==> config.mk <==
export PLATFORM = sky130hd
export DESIGN_NAME = regfile_mp
export DESIGN_NICKNAME = d
export VERILOG_FILES = /design/src/rtl/regfile_pkg.sv /design/src/rtl/regfile_scoreboard.sv /design/src/rtl/regfile_mp.sv
export SDC_FILE = /design/constraint.sdc
export NUM_CORES = 2
export LEC_CHECK = 0
export ABC_AREA = 1
export CAP_MARGIN = 15
export CORE_ASPECT_RATIO = 1.75
export CORE_MARGIN = 5
export CORE_UTILIZATION = 43
export CTS_BUF_LIST = sky130_fd_sc_hd__clkbuf_2 sky130_fd_sc_hd__clkbuf_4 sky130_fd_sc_hd__clkbuf_8
export CTS_CLUSTER_SIZE = 24
export DETAILED_ROUTE_END_ITERATION = 6
export SLEW_MARGIN = 20
export SYNTH_ARGS = -nofsm -noshare
export SYNTH_HDL_FRONTEND = slang
export SYNTH_SLANG_ARGS = --single-unit
==> constraint.sdc <==
create_clock -name clk_tb -period 51 [get_ports clk_tb]
set_clock_uncertainty 0.15 [all_clocks]
set_input_delay 10.2 -clock clk_tb [delete_from_list [all_inputs] [get_ports clk_tb]]
set_output_delay 10.2 -clock clk_tb [all_outputs]
set_load 0.01 [all_outputs]
==> src/rtl/regfile_pkg.sv <==
// Shared constants, select-width helper and word/index types for the
// multi-port register file.
package regfile_pkg;

    localparam int DEF_XLEN  = 32;
    localparam int DEF_NREGS = 32;

    // Select width for a register count; never narrower than one bit.
    function automatic int sel_width(input int nregs);
        return (nregs > 1) ? $clog2(nregs) : 1;
    endfunction

    localparam int DEF_AW = sel_width(DEF_NREGS);

    typedef logic [DEF_XLEN-1:0] reg_word_t;
    typedef logic [DEF_AW-1:0]   reg_idx_t;

endpackage

==> src/rtl/regfile_scoreboard.sv <==
// Per-register busy vector tracking in-flight writes. Issue sets a bit,
// a write clears it, and a same-edge issue beats the clear so the newest
// producer stays tracked.
module regfile_scoreboard
    import regfile_pkg::*;
#(
    parameter int NREGS    = DEF_NREGS,
    parameter int ZERO_REG = 1,
    parameter int AW       = sel_width(NREGS)
) (
    input  logic             clk_tb,
    input  logic             n_rst_tb,
    input  logic [NREGS-1:0] wr_clr,
    input  logic             iss_en,
    input  logic [AW-1:0]    iss_sel,
    output logic [NREGS-1:0] busy
);

    logic [NREGS-1:0] iss_set;
    logic [NREGS-1:0] busy_nxt;

    // Decode the issue index; register 0 is never tracked when hardwired.
    always_comb begin
        iss_set = '0;
        if (iss_en)
            iss_set[iss_sel] = 1'b1;
        if (ZERO_REG != 0)
            iss_set[0] = 1'b0;
    end

    assign busy_nxt = (busy & ~wr_clr) | iss_set;

    // Busy state, cleared asynchronously on reset.
    always_ff @(posedge clk_tb or posedge n_rst_tb) begin
        if (n_rst_tb)
            busy <= '0;
        else
            busy <= busy_nxt;
    end

endmodule

==> src/rtl/regfile_mp.sv <==
// Multi-port integer register file: NRD registered read ports, NWR write
// ports (highest port wins on collision), optional hardwired zero register
// and a busy scoreboard for pending writes.
// Optional feature: define REGFILE_BYPASS_EN to forward same-edge write
// data and busy clears to the read ports.
module regfile_mp
    import regfile_pkg::*;
#(
    parameter int XLEN     = DEF_XLEN,
    parameter int NREGS    = DEF_NREGS,
    parameter int NRD      = 2,
    parameter int NWR      = 1,
    parameter int ZERO_REG = 1,
    parameter int AW       = sel_width(NREGS)
) (
    input  logic                      clk_tb,
    input  logic                      n_rst_tb,
    input  logic [NRD-1:0]            rd_en,
    input  logic [NRD-1:0][AW-1:0]    rd_sel,
    output logic [NRD-1:0][XLEN-1:0]  rd_data,
    output logic [NRD-1:0]            rd_valid,
    output logic [NRD-1:0]            rd_busy,
    input  logic [NWR-1:0]            wr_en,
    input  logic [NWR-1:0][AW-1:0]    wr_sel,
    input  logic [NWR-1:0][XLEN-1:0]  wr_data,
    input  logic                      iss_en,
    input  logic [AW-1:0]             iss_sel,
    output logic [NREGS-1:0]          busy
);

    localparam int RD_STAGES = 1;

    logic [NREGS-1:0][XLEN-1:0] mem;
    logic [NREGS-1:0][XLEN-1:0] mem_nxt;
    logic [NREGS-1:0]           wr_clr;
    logic [NREGS-1:0][XLEN-1:0] rd_view;
    logic [NREGS-1:0]           busy_view;
    logic [RD_STAGES:1][NRD-1:0] vld_pipe;

    // Fold all write ports into next-state storage; later ports overwrite
    // earlier ones so the highest index wins a collision.
    always_comb begin
        mem_nxt = mem;
        wr_clr  = '0;
        for (int w = 0; w < NWR; w++) begin
            if (wr_en[w] && !((ZERO_REG != 0) && (wr_sel[w] == '0))) begin
                mem_nxt[wr_sel[w]] = wr_data[w];
                wr_clr[wr_sel[w]]  = 1'b1;
            end
        end
    end

    // Register storage, cleared asynchronously on reset.
    always_ff @(posedge clk_tb or posedge n_rst_tb) begin
        if (n_rst_tb)
            mem <= '0;
        else
            mem <= mem_nxt;
    end

    regfile_scoreboard #(
        .NREGS    (NREGS),
        .ZERO_REG (ZERO_REG),
        .AW       (AW)
    ) u_sb (
        .clk_tb   (clk_tb),
        .n_rst_tb (n_rst_tb),
        .wr_clr   (wr_clr),
        .iss_en   (iss_en),
        .iss_sel  (iss_sel),
        .busy     (busy)
    );

`ifdef REGFILE_BYPASS_EN
    // Reads see this edge's writes and the busy clears they cause.
    assign rd_view   = mem_nxt;
    assign busy_view = busy & ~wr_clr;
`else
    // Reads see pre-edge contents and busy state.
    assign rd_view   = mem;
    assign busy_view = busy;
`endif

    // Read-valid pipeline: rd_en delayed by the read latency.
    always_ff @(posedge clk_tb or posedge n_rst_tb) begin
        if (n_rst_tb) begin
            vld_pipe <= '0;
        end else begin
            for (int s = RD_STAGES; s > 1; s--)
                vld_pipe[s] <= vld_pipe[s-1];
            vld_pipe[1] <= rd_en;
        end
    end

    assign rd_valid = vld_pipe[RD_STAGES];

    for (genvar p = 0; p < NRD; p++) begin : g_rd
        logic [XLEN-1:0] rdat;
        logic            rbsy;
        logic [XLEN-1:0] rdat_q;
        logic            rbsy_q;

        // Select the word and hazard flag; register 0 forced clean when hardwired.
        always_comb begin
            rdat = rd_view[rd_sel[p]];
            rbsy = busy_view[rd_sel[p]];
            if ((ZERO_REG != 0) && (rd_sel[p] == '0)) begin
                rdat = '0;
                rbsy = 1'b0;
            end
        end

        // Capture on an enabled read; hold otherwise.
        always_ff @(posedge clk_tb or posedge n_rst_tb) begin
            if (n_rst_tb) begin
                rdat_q <= '0;
                rbsy_q <= 1'b0;
            end else if (rd_en[p]) begin
                rdat_q <= rdat;
                rbsy_q <= rbsy;
            end
        end

        assign rd_data[p] = rdat_q;
        assign rd_busy[p] = rbsy_q;
    end

endmodule

# ---- Word-level counts from Yosys, hierarchy flattened
# Cells that the tools add are included.
dict set report word_totals {
  ff_bits 1124
  output_inout_bits 100
}
dict set report op_classes {
  n_lt_le_gt_ge 6
  muxes 21
  bitwise_logic 3
  reduce_logical 7
}
# cell n
set op_table {}
lappend op_table {{1024-bit bitwise mux} 1}
lappend op_table {{32-bit binary-select mux with 5-bit select} 2}
lappend op_table {{32-bit 2-to-1 mux} 7}
lappend op_table {{32-bit demux with 5-bit select} 1}
lappend op_table {{32-bit AND} 1}
lappend op_table {{32-bit inverter} 1}
lappend op_table {{32-bit bitwise OR} 1}
lappend op_table {{5-bit by 6-bit < comparator with 1-bit output, second input constant} 4}
lappend op_table {{5-bit zero test} 3}
lappend op_table {{1-bit binary-select mux with 5-bit select} 2}
lappend op_table {{1-bit demux with 5-bit select} 2}
lappend op_table {{5-bit by 1-bit greater-or-equal comparator with 1-bit output, second input constant} 2}
lappend op_table {{1-bit 2-to-1 mux} 6}
lappend op_table {{1-bit logical AND} 3}
lappend op_table {{1-bit zero test} 1}

# ---- Depth between registers and ports, before layout
dict set report logic_depth {
  depth_word 8
  ltp_mapped 13
}

# ---- Hierarchy
# From an unflattened synthesis, not the netlist that was laid out.
dict set report hier_totals {
  hier_cells 8849
  area_unflattened_um2 61147.4
}
# mod n_inst cells_per_inst area_each_um2 seq_area_each_um2
set modules_own_cells {}
lappend modules_own_cells {regfile_mp 1 8666 59749.8 27326.2}
lappend modules_own_cells {regfile_scoreboard 1 183 1397.6 800.8}

# ---- Worst setup path before layout
# OpenSTA, ideal clock, no wires.
dict set report synth_path {
  kind {in2reg}
  from {input port rd_sel[7] in the netlist's numbering}
  to {register g_rd[1].rdat_q[0]}
  setup_time_ns 0.118
  arrival_time_ns 11.283
  required_ns 50.732
  slack_ns 39.449
  cell_stages 12
  path_cell_list {buf_2 > inv_2 > nand2_2 > buf_2 > buf_2 > a21oi_1 > nor2_1 > nand2_1 > nand2_1 > nand2_1 > nand3_1 > nand2_1}
}
dict set report synth_via {
  elab_chain_len 3
  elab_cells_between_ends 4
  classes_between {mux: 3; reduce/logical: 1}
}
# item line_no
set synth_lines {}
lappend synth_lines {{start, declared} regfile_mp.sv:19} ;# input logic [NRD-1:0][AW-1:0] rd_sel,
lappend synth_lines {{32-bit binary-select mux with 5-bit select} regfile_mp.sv:105} ;# rdat = rd_view[rd_sel[p]];
lappend synth_lines {{32-bit 2-to-1 mux (not written as such)} regfile_mp.sv:105}
lappend synth_lines {{32-bit 2-to-1 mux *} regfile_mp.sv:107} ;# if ((ZERO_REG != 0) && (rd_sel[p] == '0)) begin
lappend synth_lines {{end signal, assigned} regfile_mp.sv:119} ;# rdat_q <= rdat;
lappend synth_lines {{end, declared} regfile_mp.sv:100} ;# logic [XLEN-1:0] rdat_q;
# Every way passes the cells marked *; elsewhere a longest branch is shown, timed or not. The select of a mux whose other input is x is not followed.
# A chain may end at the register's enable or synchronous reset.

==> out/metrics.csv <==
metric,value,unit
DIE HEIGHT,513,µm
"CP delay by family, top",buffers and inverters,
CP peak stage delay,0.83,ns
Slew Limit Fails,0,
Synthesized Nets,9050,
1st-iter DRT viols,7816,
Routed Antenna Nets,0,
multiplexer area fraction after synthesis,0,%
fmax,0.0724,GHz
worst hold endpoint,mem[10],
Synth-to-Final Area Change,8.58,%
Synth Area in Compound Gates,14.7,%
"Max FO, Critical Path",103,
slowest CP cell,buf_4,
Reg-to-Reg Start,mem[76],
Power Total,2.58,mW
hold wc startpoint,mem[10],
Lkg Pwr,31.9,nW
Global Route Usage Sum,34.3,%
Mean Syn Cell Area,6.91,µm²
final hold vios,0,
grt total ovfl,0,
Chip Width,297,µm
WL per Instance,25.2,µm
mapped cell area,62100,µm²
crit path kind,primary input to async pin,
Area contributors post-synth,"dfrtp_1, nand2_1, o21ai_0, nand3_1, inv_1",
largest net degree at the start of global routing,184,
worst path cell trace,"clkdlybuf4s50_1, inv_8, buf_4, buf_4, buf_4, buf_4",
layout cells sized above 1,6.05,%
failing checks,design-rule violations,
number of antenna violations at the first check in global routing,12,
area share of and/or/nand/nor cells after synthesis,30.9,%
Setup WS pre-CTS,36.13,ns
Final HPWL DP,145000,µm
largest family of logic cells by synthesized area,simple AND/OR/NAND/NOR gates,
DP Area,63800,µm²
period utilization,27.1,%
"most used cell, CP",buf_4,
aggregate routed wire length,269000,µm
"reg-to-reg slack, setup",49.11,ns
setup ws final,37.18,ns
Reg2Reg Depth,8,
first-pass GRT wire length,395000,µm
Post-Synth Adder-Cell Area,0,%
count of yosys warnings during synthesis,0,
drt pass-1 iters,7,
Vias,62493,
post-route cell area,67500,µm²
Initial Util,43.2,%
setup total negative slack,0,ns
root buffer cell,clkbuf_8,
Synth Area in XOR/XNOR,0,%
"most common cell after layout, fill and taps aside",nand2_1,
Worst Hold Path Cells,0,
min Tclk post-route,13.82,ns
Worst-Margin Slew,1.24,ns
Placer Congestion,0.873,
CP arrival,14.58,ns
largest area contributor in the netlist,dfrtp_1,
# DRC,4,
count of buffer and inverter cells on the critical path,6,
Die ar.,152000,µm²
clock latency on the worst-skew pair,0.94,ns
status,"finished, violations left",
number of hold buffers added after cts,0,
CP Data Required Time,51.76,ns
I/O Buffers,157,
TritonCTS sink count,1124,
CTS clock-pin slew for the worst setup and hold paths,0.06,ns
P per Cell Area,38.3,nW/µm²
part of the Yosys area used for sequential elements,45.3,%
clk buf depth,3,
mean number of vias per cell,5.84,
Max-slew headroom,17.3,%
RSZ-0062 raised after global routing,no,
CP endpoint kind,async pin,
Post-CTS Setup Inserts,0,
count of final setup violators,0,
CTS H-Tree Depth,4,
most frequent cells in the layout,"nand2_1, dfrtp_1, o21ai_0",
MaxCap Viol Count,0,
Peak VDD IR,0.0308,mV
FF-to-FF End,g_rd[0].rdat_q[12],
Top Ports,158,
Mapped Cells,8992,
number of fillers in the final layout,14558,
core area,144000,µm²
Inserted Clock Buffers,172,
HP Class,flip-flop to flip-flop,
CTS resizes,0,
number of global-route vias before repair,59716,
CTS tree,yes,
library cells used by synthesis,28,
# rows,184,
Yosys reg bits,1124,
Startpoint Class,primary input,
Nets,8754,
share of the synthesized area in the top cell type,45.3,%
## flip-flops by register name, summed over array words and instances, names as in the netlist
signal       cells
g_rd.rbsy_q      2
g_rd.rdat_q     64
mem           1024
rd_valid         2
u_sb.busy       32
## power breakdown
group	leakage, nW	internal (mW)	switching [mW]	total [mW]
Combinational	16.4	0.196	0.360	0.556
Sequential	13.6	1.08	0.129	1.21
Clock	1.92	0.428	0.391	0.819
Total	31.9	1.70	0.880	2.58
## synthesized netlist by cell type
| cell | count |
|---|---|
| o21ai_2 | 18 |
| o21ai_1 | 87 |
| buf_8 | 1 |
| nand3_1 | 883 |
| nand4_1 | 1 |
| o22ai_1 | 18 |
| buf_1 | 41 |
| nand2_1 | 3334 |
| o21ai_0 | 1072 |
| buf_2 | 329 |
| nand3_4 | 3 |
| a21oi_1 | 427 |
| nor2_4 | 8 |
| buf_6 | 7 |
| inv_2 | 25 |
| nand3_2 | 1 |
| inv_1 | 571 |
| nor3_1 | 6 |
| dfrtp_1 | 1124 |
| nor2_1 | 519 |
| buf_4 | 27 |
| nor2_8 | 4 |
| o211ai_1 | 121 |
| nand2_2 | 1 |
| nor2_2 | 6 |
| nor3_2 | 1 |
| clkbuf_1 | 355 |
| clkinv_1 | 2 |
## metal layers
| layer | vias up | GRT usage [%] | share of wire, % |
|---|---|---|---|
| met5 | - | 0 | 0.014 |
| met4 | 6 | 22.4 | 7.7 |
| met3 | 951 | 7.51 | 11 |
| met2 | 3749 | 54.7 | 45 |
| met1 | 29702 | 42.0 | 37 |
| li1 | 28085 | - | - |
## layout make-up
cell class	count	area [µm²]	area share (%)
Antenna cell	11	27.5	0.0408
Clock buffer	265	3310	4.91
Clock inverter	36	300	0.445
Inverter	598	2290	3.39
Multi-Input combinational cell	6510	28400	42.2
Sequential cell	1124	28100	41.7
Tap cell	1860	2330	3.45
Timing Repair Buffer	290	2640	3.92
## how the worst max path moves through the flow
stage,start,depth (start not counted),endpoint
after floorplan,n_rst_tb,1,g_rd[0].rbsy_q
after global placement,n_rst_tb,6,mem[705]
after detailed placement,n_rst_tb,6,mem[199]
after CTS,n_rst_tb,6,mem[388]
after global routing,n_rst_tb,6,mem[161]
final,n_rst_tb,6,mem[774]
## worst register-to-register path, stage by stage (launching register included)
cell     delay [ns]
dfrtp_1        0.40
nand2_1        0.07
o21ai_0        0.10
nand2_1        0.11
nand3_1        0.08
nor2_1         0.15
nand2_1        0.10
nand3_1        0.44
nand2_1        0.11
## logic make-up (layout without fill, tap and decap cells)
| kind of cell | Yosys count | count (layout) |
|---|---|---|
| simple gates | 4767 | 4767 |
| compound gates | 1743 | 1743 |
| buf+inv | 1358 | 1189 |
| flops | 1124 | 1124 |
| other cells | 0 | 11 |
## through the flow
stage / utilization, % / hold slack (ns) / cells
final: 47.0 / 0.253 / 10694
after global routing: 46.9 / 0.261 / 10684
after CTS: 46.9 / 0.256 / 10682
after detailed placement: 44.4 / 0.240 / 10381
after global placement: 44.4 / 0.236 / 10381
after floorplan: - / 0.300 / 8992
Note: power is estimated with default switching activity, not from simulation.
